===== src/rtl/nap_countdown_pkg.sv =====
// Shared definitions for the nap countdown and the time-setting block.
// Holds the FSM state encoding, the BCD digit limits, the six-digit time
// type and a helper that checks a time value against those limits.
package nap_countdown_pkg;

    typedef enum logic [1:0] {
        StIdle  = 2'd0,
        StLoad  = 2'd1,
        StRun   = 2'd2,
        StAlarm = 2'd3
    } nap_state_e;

    localparam logic [3:0] BcdMaxDigit   = 4'd9;
    localparam logic [3:0] BcdMaxTen     = 4'd5;
    localparam logic [3:0] BcdMaxHourTen = 4'd2;
    localparam logic [3:0] BcdMaxHourOne = 4'd3;  // hour_one limit when hour_ten is 2

    localparam int unsigned NumDigits = 6;

    // Digit positions inside bcd_time_t, least significant first.
    localparam int unsigned DigSecOne  = 0;
    localparam int unsigned DigSecTen  = 1;
    localparam int unsigned DigMinOne  = 2;
    localparam int unsigned DigMinTen  = 3;
    localparam int unsigned DigHourOne = 4;
    localparam int unsigned DigHourTen = 5;

    typedef logic [NumDigits-1:0][3:0] bcd_time_t;

    function automatic logic bcd_time_valid(input bcd_time_t t);
        logic ok;
        ok = 1'b1;
        for (int i = 0; i < NumDigits; i++) begin
            if (t[i] > BcdMaxDigit) ok = 1'b0;
        end
        if (t[DigSecTen] > BcdMaxTen) ok = 1'b0;
        if (t[DigMinTen] > BcdMaxTen) ok = 1'b0;
        if (t[DigHourTen] > BcdMaxHourTen) ok = 1'b0;
        if ((t[DigHourTen] == BcdMaxHourTen) && (t[DigHourOne] > BcdMaxHourOne)) ok = 1'b0;
        return ok;
    endfunction

    // Value a digit takes when it borrows from the next digit up.
    function automatic logic [3:0] digit_wrap(input int unsigned idx);
        logic [3:0] w;
        w = BcdMaxDigit;
        if ((idx == DigSecTen) || (idx == DigMinTen)) w = BcdMaxTen;
        // hour_ten never borrows while counting down a nonzero value
        if (idx == DigHourTen) w = 4'd0;
        return w;
    endfunction

endpackage


===== src/rtl/nap_countdown_bcd_down_counter.sv =====
// Six-digit BCD hh:mm:ss down counter.
// Ports:
//   clk, rst    - clock, asynchronous active-low reset (value clears to 0)
//   en          - decrement by one second this cycle
//   load        - take load_value this cycle (wins over en)
//   load_value  - value to load
//   value       - current count
//   is_zero     - count is 00:00:00
module bcd_down_counter
    import nap_countdown_pkg::*;
(
    input  logic      clk,
    input  logic      rst,
    input  logic      en,
    input  logic      load,
    input  bcd_time_t load_value,
    output bcd_time_t value,
    output logic      is_zero
);

    bcd_time_t            value_q, value_d;
    logic [NumDigits-1:0] borrow;

    // borrow[i]: digit i must decrement this cycle
    always_comb begin
        borrow    = '0;
        borrow[0] = en;
        for (int i = 1; i < NumDigits; i++) begin
            borrow[i] = borrow[i-1] && (value_q[i-1] == 4'd0);
        end
    end

    always_comb begin
        value_d = value_q;
        if (load) begin
            value_d = load_value;
        end else begin
            for (int i = 0; i < NumDigits; i++) begin
                if (borrow[i]) begin
                    value_d[i] = (value_q[i] == 4'd0) ? digit_wrap(i) : value_q[i] - 4'd1;
                end
            end
        end
    end

    always_ff @(posedge clk or negedge rst) begin
        if (!rst) begin
            value_q <= '0;
        end else begin
            value_q <= value_d;
        end
    end

    assign value   = value_q;
    assign is_zero = (value_q == '0);

endmodule


===== src/rtl/nap_countdown.sv =====
// Nap countdown timer. Loads a BCD hh:mm:ss duration on the rising edge of
// completeSetting, counts it down on each 1 Hz tick and raises alarm at zero.
// Ports:
//   clk, rst            - clock, asynchronous active-low reset
//   *_in                - set duration digits from the time-setting block
//   completeSetting     - setting-complete level; its rising edge starts a load
//   tick                - single-cycle 1 Hz enable
//   stop                - single-cycle cancel / alarm acknowledge
//   *_out               - remaining time digits
//   running, alarm      - high in RUN / ALARM respectively
//   load_err            - one-cycle pulse when the set duration is invalid
module nap_countdown
    import nap_countdown_pkg::*;
(
    input  logic       clk,
    input  logic       rst,
    input  logic [3:0] hour_ten_in,
    input  logic [3:0] hour_one_in,
    input  logic [3:0] min_ten_in,
    input  logic [3:0] min_one_in,
    input  logic [3:0] sec_ten_in,
    input  logic [3:0] sec_one_in,
    input  logic       completeSetting,
    input  logic       tick,
    input  logic       stop,
    output logic [3:0] hour_ten_out,
    output logic [3:0] hour_one_out,
    output logic [3:0] min_ten_out,
    output logic [3:0] min_one_out,
    output logic [3:0] sec_ten_out,
    output logic [3:0] sec_one_out,
    output logic       running,
    output logic       alarm,
    output logic       load_err
);

    localparam bcd_time_t OneSecond = bcd_time_t'(24'h00_00_01);

    nap_state_e state_q, state_d;
    logic       setting_q;
    logic       set_rise;
    bcd_time_t  set_value;
    logic       set_valid;
    logic       set_zero;
    logic       cnt_en;
    logic       cnt_load;
    bcd_time_t  cnt_load_value;
    bcd_time_t  cnt_value;
    logic       cnt_is_zero;
    logic       last_second;

    assign set_value[DigHourTen] = hour_ten_in;
    assign set_value[DigHourOne] = hour_one_in;
    assign set_value[DigMinTen]  = min_ten_in;
    assign set_value[DigMinOne]  = min_one_in;
    assign set_value[DigSecTen]  = sec_ten_in;
    assign set_value[DigSecOne]  = sec_one_in;

    assign set_rise    = completeSetting && !setting_q;
    assign set_valid   = bcd_time_valid(set_value);
    assign set_zero    = (set_value == '0);
    assign last_second = (cnt_value == OneSecond);

    always_ff @(posedge clk or negedge rst) begin
        if (!rst) begin
            state_q   <= StIdle;
            setting_q <= 1'b0;
        end else begin
            state_q   <= state_d;
            setting_q <= completeSetting;
        end
    end

    always_comb begin
        state_d = state_q;
        unique case (state_q)
            StIdle: begin
                if (set_rise) state_d = StLoad;
            end
            StLoad: begin
                if (!set_valid)    state_d = StIdle;
                else if (set_zero) state_d = StAlarm;
                else               state_d = StRun;
            end
            StRun: begin
                // stop outranks a coincident tick
                if (stop)                      state_d = StIdle;
                else if (tick && last_second)  state_d = StAlarm;
                else if (cnt_is_zero)          state_d = StAlarm;
            end
            StAlarm: begin
                if (stop) state_d = StIdle;
            end
            default: state_d = StIdle;
        endcase
    end

    always_comb begin
        running        = (state_q == StRun);
        alarm          = (state_q == StAlarm);
        load_err       = (state_q == StLoad) && !set_valid;
        cnt_en         = (state_q == StRun) && tick && !stop;
        // Clearing the digits on stop reuses the load path with a zero value.
        cnt_load       = ((state_q == StLoad) && set_valid) ||
                         (((state_q == StRun) || (state_q == StAlarm)) && stop);
        cnt_load_value = (state_q == StLoad) ? set_value : '0;
    end

    bcd_down_counter u_counter (
        .clk        (clk),
        .rst        (rst),
        .en         (cnt_en),
        .load       (cnt_load),
        .load_value (cnt_load_value),
        .value      (cnt_value),
        .is_zero    (cnt_is_zero)
    );

    assign hour_ten_out = cnt_value[DigHourTen];
    assign hour_one_out = cnt_value[DigHourOne];
    assign min_ten_out  = cnt_value[DigMinTen];
    assign min_one_out  = cnt_value[DigMinOne];
    assign sec_ten_out  = cnt_value[DigSecTen];
    assign sec_one_out  = cnt_value[DigSecOne];

endmodule


===== config.mk =====
export PLATFORM = sky130hd
export DESIGN_NAME = nap_countdown
export DESIGN_NICKNAME = d
export VERILOG_FILES = /design/src/rtl/nap_countdown_pkg.sv /design/src/rtl/nap_countdown_bcd_down_counter.sv /design/src/rtl/nap_countdown.sv
export SDC_FILE = /design/constraint.sdc
export NUM_CORES = 1
export LEC_CHECK = 0
export CAP_MARGIN = 20
export CORE_UTILIZATION = 49
export CTS_CLUSTER_SIZE = 20
export DETAILED_ROUTE_END_ITERATION = 12
export PLACE_DENSITY = 0.84
export SYNTH_ARGS = -nofsm -noshare
export SYNTH_HDL_FRONTEND = slang
export SYNTH_SLANG_ARGS = --single-unit
export TNS_END_PERCENT = 1

===== constraint.sdc =====
create_clock -name clk -period 3.2 [get_ports clk]
set_clock_uncertainty 0.2 [all_clocks]
set_input_delay 0.64 -clock clk [delete_from_list [all_inputs] [get_ports clk]]
set_output_delay 0.64 -clock clk [all_outputs]
set_load 0.05 [all_outputs]

Yosys cells after proc, flatten, opt, wreduce, memory -nomap -nowiden:

Index checks and enable logic that the tools add are counted.

* logic and storage cells: 98
* bits in registers: 27
* bits of input ports: 29
* output and inout port bits: 27

* add/subtract/negate cells: 6
* muxes and demuxes: 32
* equality and inequality tests: 8
* reductions and logical operators: 34
* order comparisons: 10

Operator list (number)
* zero test 24 bit: 2
* 2-to-1 mux 24 bit: 2
* 2-to-1 mux 4 bit: 12
* equality test 24 x 1 -> 1 bit (second input constant): 1
* > comparator 4 bit (second input constant): 6
* zero test 4 bit: 6
* subtractor 4 x 1 -> 4 bit (second input constant): 6
* logical AND 1 bit: 13
* 2-to-1 mux 2 bit: 6
* nonzero test 2 bit: 6
* 2-to-1 mux 1 bit: 11
* > comparator 4 x 2 -> 1 bit (second input constant): 2
* > comparator 4 x 3 -> 1 bit (second input constant): 2
* one-hot mux 2 bit (4 select lines): 1
* equality test 2 bit (second input constant): 2
* equality test 4 x 2 -> 1 bit (second input constant): 1
* != test 2 bit (second input constant): 2
* != test 4 x 2 -> 1 bit (second input constant): 1
* zero test 1 bit: 3
* AND reduction 3 bit: 1
* equality test 2 x 1 -> 1 bit (second input constant): 1
* zero test 2 bit: 1
* logical OR 1 bit: 2

Longest topological paths before layout:

* word-level depth: 14
* gate-level depth with buffers: 6
* gate-level depth less buffers: 5

By module:

From an unflattened synthesis, not the netlist that was laid out.

* cell total of the unflattened synthesis: 219
* area, all modules: 1888.1 um^2

Modules (own cells, without submodules)
* bcd_down_counter: instances 1, cells an instance 147, seq. area each 600.6 um^2, area each 1358.8 um^2
* nap_countdown: instances 1, cells an instance 72, seq. area each 75.1 um^2, area each 529.3 um^2

Worst setup path after synthesis:

No wires, ideal clock.

* kind: input -> output
* start: in hour_ten_in[0]
* end: out load_err
* required time: 2.360 ns
* buffers on the path: 0
* arrival time: 2.144 ns
* stages on the path: 4
* slack: 0.216 ns
* cells stage by stage: nor3_1 o211ai_1 nor2_1 a21boi_0

* cells in the longest elaborated chain, start to end: 8
* elaborated cells on any way between the ends: 11
* classes of those cells: 2 x order compare; 1 x eq/ne; 5 x mux; 3 x reduce/logical

RTL lines
* start, declared: line nap_countdown.sv:17 `input logic [3:0] hour_ten_in,`
* > comparator 4 bit: line nap_countdown_pkg.sv:34 `if (t[i] > BcdMaxDigit) ok = 1'b0;`
* 2-to-1 mux 1 bit: line nap_countdown_pkg.sv:34
* 2-to-1 mux 1 bit: line nap_countdown_pkg.sv:36 `if (t[DigSecTen] > BcdMaxTen) ok = 1'b0;`
* 2-to-1 mux 1 bit: line nap_countdown_pkg.sv:37 `if (t[DigMinTen] > BcdMaxTen) ok = 1'b0;`
* 2-to-1 mux 1 bit: line nap_countdown_pkg.sv:38 `if (t[DigHourTen] > BcdMaxHourTen) ok = 1'b0;`
* 2-to-1 mux 1 bit (*): line nap_countdown_pkg.sv:39 `if ((t[DigHourTen] == BcdMaxHourTen) && (t[DigHourOne] > BcdMaxHourOne)) ok = 1'b0;`
* zero test 1 bit (*): line nap_countdown.sv:101 `load_err = (state_q == StLoad) && !set_valid;`
* logical AND 1 bit (*): line nap_countdown.sv:101
* end, declared: line nap_countdown.sv:34 `output logic load_err`

Every way passes the cells marked *; elsewhere a longest branch is shown, timed or not.

Worst setup path in the final report:

* start: in hour_one_in[2]
* end: out load_err

* cells in the longest elaborated chain, start to end: 9
* elaborated cells on any way between the ends: 11
* classes of those cells: 2 x order compare; 6 x mux; 3 x reduce/logical

RTL lines
* start, declared: line nap_countdown.sv:18 `input logic [3:0] hour_one_in,`
* > comparator 4 bit: line nap_countdown_pkg.sv:34
* 2-to-1 mux 1 bit (2 in series): line nap_countdown_pkg.sv:34
* 2-to-1 mux 1 bit: line nap_countdown_pkg.sv:36
* 2-to-1 mux 1 bit: line nap_countdown_pkg.sv:37
* 2-to-1 mux 1 bit: line nap_countdown_pkg.sv:38
* 2-to-1 mux 1 bit (*): line nap_countdown_pkg.sv:39
* zero test 1 bit (*): line nap_countdown.sv:101
* logical AND 1 bit (*): line nap_countdown.sv:101

Marked as above.

==> impl_results.md <==
* Final Hold Fails at 0
* Final ANT Viol Nets at 0
* Syn Inst Count at 185
* Library cells used by synthesis at 46
* Setup violators final at 0
* Pleak at slightly below 0.9 nW
* Mapped Avg Cell Area at around 9.0 sq um
* Largest net degree at the start of global routing at 30
* Number of synthesized flops with an enable pin at 0
* Area grow syn2layout at 40.5%
* Setup total negative slack at 0 ps
* Die H at approximately 60 um
* Layout cells sized above 1 at 9.88%
* CTS clk-pin slew, worst paths at about 150 ps
* Fmax at ~350 MHz
* Post-CTS setup buffers at 0
* Total core area at between 3000 and 4000 sq um
* GRT Total Usage at around a quarter
* Drt wl/cell at 15.1 um
* H-tree Lvls at 1
* Worst Hold Class: reg -> reg
* Outcome: finished, final reports clean
* 1st-iter DRT viols at ~160
* Largest cells by area after synthesis: dfrtp_1 41%, o21ai_0 7.5%, nor2_1 5.4%
* Sequential-to-total area share from yosys stat at 40.7%
* Slew margin rel. at approximately 65%
* Yosys top cell area share at between 40% and 50%
* Worst EP required at 2360 ps
* CP arrival at 2050 ps
* Number of synthesized register bits at 27
* Global placer's final weighted congestion at slightly above 0.8
* Warnings, synthesis at 0
* Total CTS buffers at 3
* Chip width at 60.2 um
* PD cells at ~380 nW/um^2
* Avg Vias per Cell at slightly below 6
* Rows at 20
* Vias in the first global route at about 1500
* CP Launch Type: input port
* Drt first pass iters at 5
* RSZ-0062 raised after global routing: false
* CP top delay family: buffers and inverters
* Critical path, cell by cell: clkdlybuf4s50_1, nor3_1, o211ai_1, nor2_1, a21boi_0, buf_12
* Mapped Area at 1660 sq um
* Die footprint at 3630 sq um
* Leading area contributor after synthesis: dfrtp_1
* Cts repair resizes at 0
* Commonest non-fill, non-tap cells in the layout: 54 x clkdlybuf4s50_1, 27 x dfrtp_1, 25 x o21ai_0
* Grt ovf at 0
* Min Tclk post-route at 2890 ps
* Post-route clock period utilization at about nine tenths
* CTS Buffer Depth at 2
* Most common flop cell mapped by yosys: dfrtp_1
* CP max stage delay at approximately 440 ps
* Post-DP HPWL at 3.28 mm
* Crit Path Class: in -> out
* Kind of end point of the critical path: output pin
* Clock Tree Root: clkbuf_4
* Placement-stage worst setup slack at ~340 ps
* Nets@finish at between 200 and 300
* CTS tree: built
* Antenna Cells at 0
* DRC at 0
* Via Count at 1664
* Antenna violations before repair at 0
* Global-route wire length before repair at about 7 mm
* Worst-Skew Late Latency at approximately 330 ps
* Post-Syn Nets at 214
* Peak supply drop at approximately 0.23 mV
* Io pins at 56
* Final Max Tran Viols at 0
* Commonest non-fill, non-tap cell in the layout: clkdlybuf4s50_1
* Initial Utilization at a little over half
* Buf+Inv Stages, Crit Path at 2
* Clock sinks at 27
* CP max-delay cell: clkdlybuf4s50_1
* WL final at between 4 and 5 mm
* Hold_buf cts at 0
* Worst Path Max Fanout at 3
* Least-Margin Pin Slew at a little over 500 ps
* Worst setup margin at 306 ps
* Async SR Flop Fraction at 100%
* Max Cap Viol at 0
* Port Buffer Count at 55
[per-layer routing]
layer	track usage [%]	wire, um	vias up	share of wire, %
met4	6.64	44	0	1.0
met1	35.4	1920	784	44
met2	42.2	2060	74	47
met3	3.68	310	9	7.1
met5	0	0	-	0
li1	-	-	797	-
[report_power, final]
group	total (mW)	internal, mW	switching [mW]
clock	0.154	0.0490	0.106
sequential	0.402	0.367	0.0352
combinational	0.340	0.137	0.203
total	0.896	0.552	0.344
[per-stage QoR]
stage / instance area (sq um) / instances / total power, mW / hold WS (ps) / util, %
floorplan: 1660 / 185 / 0.612 / 144 / -
global placement: 2310 / 283 / 0.742 / 333 / 73.8
detailed placement: 2310 / 283 / 0.747 / 339 / 73.8
CTS: 2330 / 287 / 0.896 / 362 / 74.6
global route: 2330 / 287 / 0.942 / 409 / 74.6
finish: 2330 / 287 / 0.896 / 364 / 74.6
[cells by family after synthesis]
logic type / synth area share (%)
compound gates: 16.4
xor+xnor: 3.69
buf+inv: 3.09
flops: 40.7
mux: 4.22
simple gates: 32.0
[state kept, by name, summed over array words and instances, names as in the netlist]
name,cells
setting_q,1
state_q,2
u_counter.value,24
[worst register-to-register path: stages (launching register included)]
cell     delay, ps
dfrtp_1        450
and2b_1        530
nand2_1        230
or4_1          510
o21ai_0        170
o21a_1         140
[path summary, 6_finish.rpt]
path	start	to	slack (ps)	cells after the start
worst min register to register	u_counter.value[7]$_DFFE_PN0P_	u_counter.value[7]$_DFFE_PN0P_	360	2
worst max-delay path	hour_one_in[2]	load_err	310	6
worst max register to register	state_q[1]$_DFFE_PN0P_	state_q[0]$_DFFE_PN0P_	930	5
worst min-delay path	u_counter.value[7]$_DFFE_PN0P_	u_counter.value[7]$_DFFE_PN0P_	360	2
min in group asynchronous	rst	setting_q$_DFF_PN0_	470	2
max in group asynchronous	rst	u_counter.value[19]$_DFFE_PN0P_	2070	2
[synth_stat cells (2+ instances only)]
master,count
clkbuf_1,3
nor4_1,6
mux2i_1,7
buf_2,3
or2_2,2
nand2_1,10
dfrtp_1,27
o22ai_1,2
inv_1,3
xnor2_1,6
a22oi_1,2
a21oi_1,2
nor4b_1,3
nand2b_1,2
or4_4,2
nand3_1,13
o21ai_0,25
nor2_1,24
nor2b_1,2
nand4_1,2
or4_1,2
o211ai_1,2
nor4_2,2
nor3_1,11
[cell type report]
cell class,count,area [sq um]
clock buffer,4,26.3
fill,237,795
inverter,3,11.3
multi-input combinational,148,947
sequential,27,676
tap,44,55.1
timing repair buffer,61,618
(Power assumes the default switching activity.)
